[src/rtl/ps2_line_pkg.sv]
// Shared types and constants for the PS/2 line assembler: decoder states,
// set-2 scan codes that steer the FSM, and the empty-slot character.
package ps2_line_pkg;

    typedef enum logic [2:0] {
        S_MAKE,
        S_BREAK,
        S_EXT,
        S_EXT_BREAK,
        S_COMMIT
    } state_t;

    localparam logic [7:0] SC_BREAK  = 8'hF0;
    localparam logic [7:0] SC_EXT    = 8'hE0;
    localparam logic [7:0] SC_LSHIFT = 8'h12;
    localparam logic [7:0] SC_RSHIFT = 8'h59;
    localparam logic [7:0] SC_ENTER  = 8'h5A;
    localparam logic [7:0] SC_BKSP   = 8'h66;

    localparam logic [7:0] NUL = 8'h00;

endpackage

[src/rtl/ps2_scancode_to_ascii.sv]
// Combinational scan-code set 2 to ASCII map; printable=0 for keys that
// produce no character.
module ps2_scancode_to_ascii
    import ps2_line_pkg::*;
(
    input  logic [7:0] scan_code,
    input  logic       shift,
    output logic [7:0] ascii,
    output logic       printable
);

    logic [7:0] base;
    logic       is_letter;

    always_comb begin
        base      = NUL;
        printable = 1'b1;
        is_letter = 1'b1;
        case (scan_code)
            8'h1C: base = 8'h61; 8'h32: base = 8'h62; 8'h21: base = 8'h63;
            8'h23: base = 8'h64; 8'h24: base = 8'h65; 8'h2B: base = 8'h66;
            8'h34: base = 8'h67; 8'h33: base = 8'h68; 8'h43: base = 8'h69;
            8'h3B: base = 8'h6A; 8'h42: base = 8'h6B; 8'h4B: base = 8'h6C;
            8'h3A: base = 8'h6D; 8'h31: base = 8'h6E; 8'h44: base = 8'h6F;
            8'h4D: base = 8'h70; 8'h15: base = 8'h71; 8'h2D: base = 8'h72;
            8'h1B: base = 8'h73; 8'h2C: base = 8'h74; 8'h3C: base = 8'h75;
            8'h2A: base = 8'h76; 8'h1D: base = 8'h77; 8'h22: base = 8'h78;
            8'h35: base = 8'h79; 8'h1A: base = 8'h7A;
            default: begin
                is_letter = 1'b0;
                case (scan_code)
                    8'h45: base = 8'h30; 8'h16: base = 8'h31; 8'h1E: base = 8'h32;
                    8'h26: base = 8'h33; 8'h25: base = 8'h34; 8'h2E: base = 8'h35;
                    8'h36: base = 8'h36; 8'h3D: base = 8'h37; 8'h3E: base = 8'h38;
                    8'h46: base = 8'h39;
                    8'h29: base = 8'h20; 8'h4E: base = 8'h2D;
                    8'h49: base = 8'h2E; 8'h41: base = 8'h2C;
                    default: printable = 1'b0;
                endcase
            end
        endcase
        // Upper case is lower case minus 0x20; digits and punctuation ignore shift.
        ascii = (is_letter && shift) ? base - 8'h20 : base;
    end

endmodule

[src/rtl/ps2_line_assembler.sv]
// Turns a stream of PS/2 set-2 bytes into an editable text line and hands
// the finished line to the screen writer with a one-cycle ready pulse on Enter.
module ps2_line_assembler
    import ps2_line_pkg::*;
#(
    parameter int MAX_CHARS = 32,
    parameter int CHAR_W    = 8
) (
    input  logic                               clock,
    input  logic                               reset,
    input  logic [7:0]                         ps2_key_data,
    input  logic                               ps2_key_pressed,
    output logic [MAX_CHARS*CHAR_W-1:0]        ps2_line_content,
    output logic                               ps2_line_ready,
    output logic [$clog2(MAX_CHARS+1)-1:0]     ps2_line_length,
    output logic                               ps2_line_full
);

    localparam int LINE_W = MAX_CHARS * CHAR_W;
    localparam int LEN_W  = $clog2(MAX_CHARS + 1);
    localparam int POS_W  = $clog2(LINE_W);

    state_t              state_q, state_d;
    logic [LINE_W-1:0]   content_q, content_d;
    logic [LEN_W-1:0]    length_q, length_d;
    logic                lshift_q, lshift_d;
    logic                rshift_q, rshift_d;

    logic [7:0]          ascii;
    logic                printable;
    logic                full;
    logic [POS_W-1:0]    wr_pos, bs_pos;

    ps2_scancode_to_ascii u_map (
        .scan_code (ps2_key_data),
        .shift     (lshift_q | rshift_q),
        .ascii     (ascii),
        .printable (printable)
    );

    assign full   = (length_q == LEN_W'(MAX_CHARS));
    // Only used when in range: wr_pos when not full, bs_pos when length>0.
    assign wr_pos = POS_W'(32'(length_q) * CHAR_W);
    assign bs_pos = POS_W'((32'(length_q) - 32'd1) * CHAR_W);

    always_comb begin
        state_d   = state_q;
        content_d = content_q;
        length_d  = length_q;
        lshift_d  = lshift_q;
        rshift_d  = rshift_q;
        if (state_q == S_COMMIT) begin
            // Strobes landing here are dropped; bytes are far apart in practice.
            content_d = '0;
            length_d  = '0;
            state_d   = S_MAKE;
        end else if (ps2_key_pressed) begin
            case (state_q)
                S_MAKE: begin
                    if (ps2_key_data == SC_BREAK)       state_d = S_BREAK;
                    else if (ps2_key_data == SC_EXT)    state_d = S_EXT;
                    else if (ps2_key_data == SC_LSHIFT) lshift_d = 1'b1;
                    else if (ps2_key_data == SC_RSHIFT) rshift_d = 1'b1;
                    else if (ps2_key_data == SC_ENTER)  state_d = S_COMMIT;
                    else if (ps2_key_data == SC_BKSP) begin
                        if (length_q != '0) begin
                            content_d[bs_pos +: CHAR_W] = CHAR_W'(NUL);
                            length_d = length_q - LEN_W'(1);
                        end
                    end else if (printable && !full) begin
                        content_d[wr_pos +: CHAR_W] = CHAR_W'(ascii);
                        length_d = length_q + LEN_W'(1);
                    end
                end
                S_BREAK: begin
                    if (ps2_key_data == SC_LSHIFT) lshift_d = 1'b0;
                    if (ps2_key_data == SC_RSHIFT) rshift_d = 1'b0;
                    state_d = S_MAKE;
                end
                S_EXT: begin
                    if (ps2_key_data == SC_BREAK)      state_d = S_EXT_BREAK;
                    else if (ps2_key_data == SC_ENTER) state_d = S_COMMIT;
                    else                               state_d = S_MAKE;
                end
                default: state_d = S_MAKE;
            endcase
        end
    end

    always_ff @(posedge clock) begin
        if (reset) begin
            state_q   <= S_MAKE;
            content_q <= '0;
            length_q  <= '0;
            lshift_q  <= 1'b0;
            rshift_q  <= 1'b0;
        end else begin
            state_q   <= state_d;
            content_q <= content_d;
            length_q  <= length_d;
            lshift_q  <= lshift_d;
            rshift_q  <= rshift_d;
        end
    end

    assign ps2_line_content = content_q;
    assign ps2_line_length  = length_q;
    assign ps2_line_full    = full;
    assign ps2_line_ready   = (state_q == S_COMMIT);

endmodule

[config.mk]
export PLATFORM = sky130hd
export DESIGN_NAME = ps2_line_assembler
export DESIGN_NICKNAME = d
export VERILOG_FILES = /design/src/rtl/ps2_line_pkg.sv /design/src/rtl/ps2_scancode_to_ascii.sv /design/src/rtl/ps2_line_assembler.sv
export SDC_FILE = /design/constraint.sdc
export NUM_CORES = 1
export LEC_CHECK = 0
export ABC_AREA = 1
export ABC_CLOCK_PERIOD_IN_PS = 4300
export BUFFER_PORTS_ARGS = -buffer_cell sky130_fd_sc_hd__buf_2
export CELL_PAD_IN_SITES_DETAIL_PLACEMENT = 1
export CELL_PAD_IN_SITES_GLOBAL_PLACEMENT = 1
export CORE_MARGIN = 2
export CORE_UTILIZATION = 40
export CTS_BUF_LIST = sky130_fd_sc_hd__clkbuf_8 sky130_fd_sc_hd__clkbuf_16
export DETAILED_ROUTE_END_ITERATION = 8
export PLACE_DENSITY_LB_ADDON = 0.1
export SLEW_MARGIN = 0
export SYNTH_ARGS = -nofsm -noshare
export SYNTH_HDL_FRONTEND = slang
export SYNTH_SLANG_ARGS = --single-unit
[constraint.sdc]
create_clock -name clock -period 4.3 [get_ports clock]
set_input_delay 0.86 -clock clock [delete_from_list [all_inputs] [get_ports clock]]
set_output_delay 0.86 -clock clock [all_outputs]
set_load 0.01 [all_outputs]
### Word-level counts from Yosys, hierarchy flattened

Cells that the tools add are included.

* register bits: 267
* input port bits: 11
* output and inout bits: 264
* logic and storage cells: 130

* add/subtract/negate cells: 6
* eq/ne operators: 61
* shift-type cells: 4
* mux-type cells: 33
* bitwise gates (word level): 7
* reductions and logical operators: 14

Operators by type and width (number)
* $mux W256: 3
* $bwmux W256: 2
* $shift A8 B10 Y256 const A: 2
* $shiftx A8 B10 Y256: 1
* $shiftx A8 B10 Y256 const A: 1
* $pmux W8 S26: 1
* $eq A8 B6 Y1 const B: 23
* $eq A8 B7 Y1 const B: 13
* $pmux W6 S14: 1
* $eq A8 B5 Y1 const B: 8
* $reduce_or A26 Y1: 1
* $mux W3: 7
* $neg A8 Y10: 2
* $mux W6: 3
* $eq A8 B8 Y1 const B: 2
* $ne A2 B2 Y1 const B: 7
* $reduce_or A14 Y1: 1
* $mux W1: 12
* $ne A4 B4 Y1 const B: 3
* $reduce_and A9 Y1: 1
* $mux W8: 1
* $reduce_and A8 Y1: 1
* $sub A8 B6 Y8 const B: 1
* $reduce_and A7 Y1: 1
* other kinds (19): 27

### Longest topological paths before layout

* depth after elaboration: 9
* gate-level depth with buffers: 20
* gate-level depth less buffers: 18

### Cells and area by module

From an unflattened synthesis, not the netlist that was laid out.

* cells, all modules: 1858
* area total of the unflattened synthesis: 12710.9 um^2

By module, submodules not included
* ps2_line_assembler: instances 1, cells each 1703, area each 12011.5 um^2, seq. area each 5345.1 um^2
* ps2_scancode_to_ascii: instances 1, cells each 155, area each 699.4 um^2, seq. area each 0.0 um^2

### Worst setup path before layout

Ideal clock, no wire load.

* kind: input port to flip-flop
* start: input port ps2_key_data[7]
* end: register content_q[255] (netlist: ps2_line_content[255])
* library setup time: 0.070 ns
* arrival: 2.994 ns
* required time: 4.230 ns
* setup slack: 1.235 ns
* cell stages on the path: 20
* buffers on the path: 3
* cell sequence: inv_2 > nand2_2 > nor2_1 > buf_4 > nand2_1 > nand2_1 > nor2_1 > nand2_2 > nor2_4 > nand2_1 > buf_2 > o21a_1 > ha_1 > clkbuf_1 > nand2_1 > inv_1 > nand2_1 > nor2_1 > nand3_1 > a21oi_1

* word-level cells in the longest chain between the ends: 9
* elaborated cells between the ends (all ways): 69
* those cells by class: 1 x add/sub; 47 x eq/ne; 1 x shift; 9 x mux; 5 x bitwise; 6 x reduce/logical

Ends and longest elaborated chain
* start, declared: line ps2_line_assembler.sv:11 `input logic [7:0] ps2_key_data,`
* $eq A8 B7 Y1, or another cell as far along: line ps2_scancode_to_ascii.sv:31 `case (scan_code)`
* $pmux W6 S14 or $reduce_or A26 Y1 (tied branches)
* $pmux W8 S26 or $mux W1 (tied branches): line ps2_scancode_to_ascii.sv:19 `case (scan_code)`
* $sub A8 B6 Y8 or $logic_and A1 B1 Y1 (tied branches): line ps2_scancode_to_ascii.sv:43 `ascii = (is_letter && shift) ? base - 8'h20 : base;`
* $mux W8: line ps2_scancode_to_ascii.sv:43
* $shiftx A8 B10 Y256: line ps2_line_assembler.sv:71 `content_d[wr_pos +: CHAR_W] = CHAR_W'(ascii);`
* $bwmux W256: line ps2_line_assembler.sv:71
* $mux W256: line ps2_line_assembler.sv:70 `end else if (printable && !full) begin`
* $mux W256: line ps2_line_assembler.sv:65 `else if (ps2_key_data == SC_BKSP) begin`
* end signal, assigned: line ps2_line_assembler.sv:99 `content_q <= content_d;`
* end, declared: line ps2_line_assembler.sv:24 `logic [LINE_W-1:0] content_q, content_d;`

Several ways; a longest one is shown, not always the timed one. The select of a mux whose other input is x is not followed.
A chain may end at the register's enable or synchronous reset.

### Final worst setup path

* start: register length_q[1] (netlist: ps2_line_length[1])
* end: register content_q[78] (netlist: ps2_line_content[78])

* word-level cells in the longest chain between the ends: 6
* elaborated cells between the ends (all ways): 19
* those cells by class: 3 x add/sub; 2 x eq/ne; 4 x shift; 5 x mux; 5 x reduce/logical

Ends and longest elaborated chain
* start, declared: line ps2_line_assembler.sv:25 `logic [LEN_W-1:0] length_q, length_d;`
* start signal, assigned: line ps2_line_assembler.sv:100 `length_q <= length_d;`
* $sub A5 B1 Y5: line ps2_line_assembler.sv:44 `assign bs_pos = POS_W'((32'(length_q) - 32'd1) * CHAR_W);`
* $neg A8 Y10: line ps2_line_assembler.sv:67 `content_d[bs_pos +: CHAR_W] = CHAR_W'(NUL);`
* $shiftx A8 B10 Y256 or $shift A8 B10 Y256 (tied branches): line ps2_line_assembler.sv:67
* $bwmux W256: line ps2_line_assembler.sv:67
* $mux W256: line ps2_line_assembler.sv:66 `if (length_q != '0) begin`
* $mux W256: line ps2_line_assembler.sv:65

Several ways; a longest one is shown, not always the timed one. The select of a mux whose other input is x is not followed.

==> flow_summary_export.csv <==
group,metric,value,unit
pwr,netSwitchingFraction,32.3,%
clocking,htreeDepth,1,
die,chipHeight,179,µm
placement,dp_slack,564,ps
pwr,powerDensity,425,nW/µm²
clocking,numCtsBuffers,30,
final_layout,drive_gt1_share,21.7,%
global_routing,grt_start_max_net_pins,149,
critical_path,cp_data_arrival_time,4000,ps
die,rows,63,
clocking,cts.clk_slew.worst_paths,60,ps
logic_synthesis,synth_area_leaders,"dfxtp_1 44%, nand2_1 17%, a21oi_1 10%",
clocking,clock-sinks,267,
clocking,post_cts_buffers,0,
detailed_routing,ant_nets,0,
timing,rsz0062_at_grt,"false",
timing,setup_viol,0,
global_routing,grt_overflow,0,
timing,hold_viol_final,0,
pwr,p_leak,6.35,nW
logic_synthesis,syn_nets,1726,
die,ios,275,
critical_path,worstSetupEndpointType,"register",
pwr,clock_power_share,41.4,%
pwr,irDropWorstVdd,0.329,mV
timing,slew_headroom,45.3,%
critical_path,rrSetupSlack,700,ps
timing,period_minus_slack,3600,ps
job,maxCapViolCount,0,
detailed_routing,first_pass_iters,5,
critical_path,path_depth,13,
die,coreArea,29800,µm²
timing,skew,7.02,ps
detailed_routing,wl,45400,µm
pwr,pwr-share-seq,39.9,%
clocking,cts_resized,0,
detailed_routing,via_per_inst,5.40,
timing,hold_ws,461,ps
global_routing,grt_pass1_wl,70100,µm
timing,fin_tns_setup,0,ps
global_routing,grt_use_total,27.8,%
clocking,clk_latency,550,ps
critical_path,path_cells,"inv_1, ha_1, or2_1, nand2_1, inv_2, nor2_2, nand2_2, nand2_2, inv_1, nor3_1, nand4_1, nand3_1, a21oi_1",
pwr,p_int,0.00428,W
final_layout,fin_nets,1988,
critical_path,worstSetupStartpointType,"register",
clocking,cts.hold.buffers_added,0,
logic_synthesis,synth_top_area_cell,"dfxtp_1",
logic_synthesis,syn_area_per_cell,7.16,µm²
clocking,cts_tree,"built",
critical_path,worstPathRequired,4710,ps
detailed_routing,drt-initial-drc-count,845,
global_routing,grt_pass1_vias,12664,
critical_path,crit_family,"simple AND/OR/NAND/NOR gates",
critical_path,slowest_stage,"dfxtp_1",
pwr,combPwrFrac,18.7,%
logic_synthesis,synth_cell_types,44,
logic_synthesis,yosys_register_bits,267,
timing,timing.fmax,278,MHz
timing,drv_slew,0,
placement,portBuffers,274,
critical_path,r2r_cells,13,
critical_path,crit_buf_inv,3,
placement,dp_hpwl,32800,µm
die,die_area,31900,µm²
global_routing,antenna_found_initial,0,
die,die_w,179,µm
final_layout,finalNonFillerCells,2377,
timing,tightest_slew,821,ps
logic_synthesis,yosys_warnings,0,
clocking,clk_path_buf_depth,3,
critical_path,max_stage_delay,510,ps
detailed_routing,vias,12832,
critical_path,path_class,"register to register",
logic_synthesis,ys_seq_area_share,43.9,%
hold_path,holdPathStages,2,
status,status,"completed",
placement,gp_congestion,0.900,
hold_path,min_path_type,"register to register",
timing,period_share,83.6,%
detailed_routing,drc,0,
final_layout,area_growth_syn_to_layout,22.1,%
logic_synthesis,synth.cell_area,12200,µm²
critical_path,path_max_fanout,13,
placement,placedCellCount,2323,
logic_synthesis,yosys.area.top_type_share,43.9,%
detailed_routing,post_drt_wl_per_cell,19.1,µm
clocking,ctsRootBufferMaster,"clkbuf_16",
die,initial_utilization,40.9,%
logic_synthesis,synthCells,1703,
pwr,p_switching,0.00204,W
final_layout,antennaDiodeCount,0,
timing,fin_ws,704,ps
[registers in the layout, summed over array words and instances, names as in the netlist]
name and flops:
ps2_line_content 256, ps2_line_length 6, state_q 3, lshift_q 1, rshift_q 1
[power groups by stage]
| stage | Sequential, W | Combinational [W] | Clock, W |
|---|---|---|---|
| floorplan | 0.00258 | 0.000840 | 0 |
| global placement | 0.00258 | 0.00114 | 0 |
| detailed placement | 0.00258 | 0.00116 | 0 |
| CTS | 0.00252 | 0.00117 | 0.00265 |
| global route | 0.00253 | 0.00128 | 0.00275 |
| finish | 0.00252 | 0.00118 | 0.00262 |
[path summary, 6_finish.rpt]
path,startpoint,endpoint
setup / recovery,ps2_line_length[1],ps2_line_content[78]
hold / removal,ps2_line_content[104],ps2_line_content[104]
setup reg to reg,ps2_line_length[1],ps2_line_content[78]
hold reg to reg,ps2_line_content[104],ps2_line_content[104]
[layer usage]
layer / GRT usage [%] / vias up / wire length, µm
li1: - / 6162 / -
met1: 38.8 / 6225 / 21000
met2: 45.8 / 381 / 21100
met3: 3.30 / 64 / 2410
met4: 6.91 / 0 / 954
met5: 0 / - / 0
[per-stage QoR]
stage / total power [W] / instance area (µm²) / utilization (%)
4_1_cts: 0.00634 / 14900 / 50.0
6_report: 0.00632 / 14900 / 50.0
3_5_place_dp: 0.00374 / 13900 / 46.5
5_1_grt: 0.00655 / 14900 / 50.0
2_1_floorplan: 0.00342 / 12200 / -
3_3_place_gp: 0.00372 / 13900 / 46.5
[cell usage in the layout (no fill, tap or decap), types with 2 or more instances in the layout]
cell type  synthesis  routed
nand2_1          545     545
buf_2              7     274
dfxtp_1          267     267
a21oi_1          254     254
nor2_1           130     130
nand3_1          113     113
inv_1             78      83
nand4_1           58      58
clkbuf_16          0      31
nor3_1            25      25
buf_4              7      24
nand2_2           21      21
o21ai_0           20      20
o21a_1            15      15
nor2_4            13      13
o22ai_1           13      13
inv_2             12      12
nor2_2            11      11
ha_1              11      11
nand2_4            9       9
clkbuf_8           0       9
o21ai_1            8       8
nand3_2            5       5
clkinv_2           0       4
a31oi_1            3       3
inv_6              0       2
o21ai_2            2       2
xor2_1             2       2
nand3_4            2       2
a311oi_1           2       2
nand4_4            2       2
bufinv_16          0       2
buf_12             1       2
[kinds of logic after synthesis]
kind of cell,after synthesis,share of synthesized area [%]
and+or+nand+nor,941,34.8
xor gates and xnor gates,3,0.216
buffers and inverters,162,6.20
AOI/OAI and AO/OA,318,13.7
adders and majority gates,12,1.29
DFF,267,43.9
[tightest hold or removal path: stages, from the launching register on]
cell,delay [ps]
dfxtp_1,310
nand2_1,60
a21oi_1,50
[final cells by class]
type                    count  area, µm²
fillers                  3915      14900
multi-input cells        1274       6090
flip-flops and latches    267       5350
repair buffers            300       1590
clock buffers              40        900
well taps                 390        488
inverters                  92        353
clock inverters            14        120
[cells in the mapped netlist, drive strengths merged]
library cell and instances:
o22ai 13, nor4 1, or2 2, nand3 120, nor3b 1, o21ai 30, a21oi 254, nor3 26
inv 91, nand4 61, clkbuf 35, nor2 154, buf 35, a311oi 2, a31oi 3, ha 11
xnor2 1, o21a 15, dfxtp 267, xor2 2, a211oi 1, clkinv 1, nand2 576, fa 1
(Power assumes the default switching activity.)
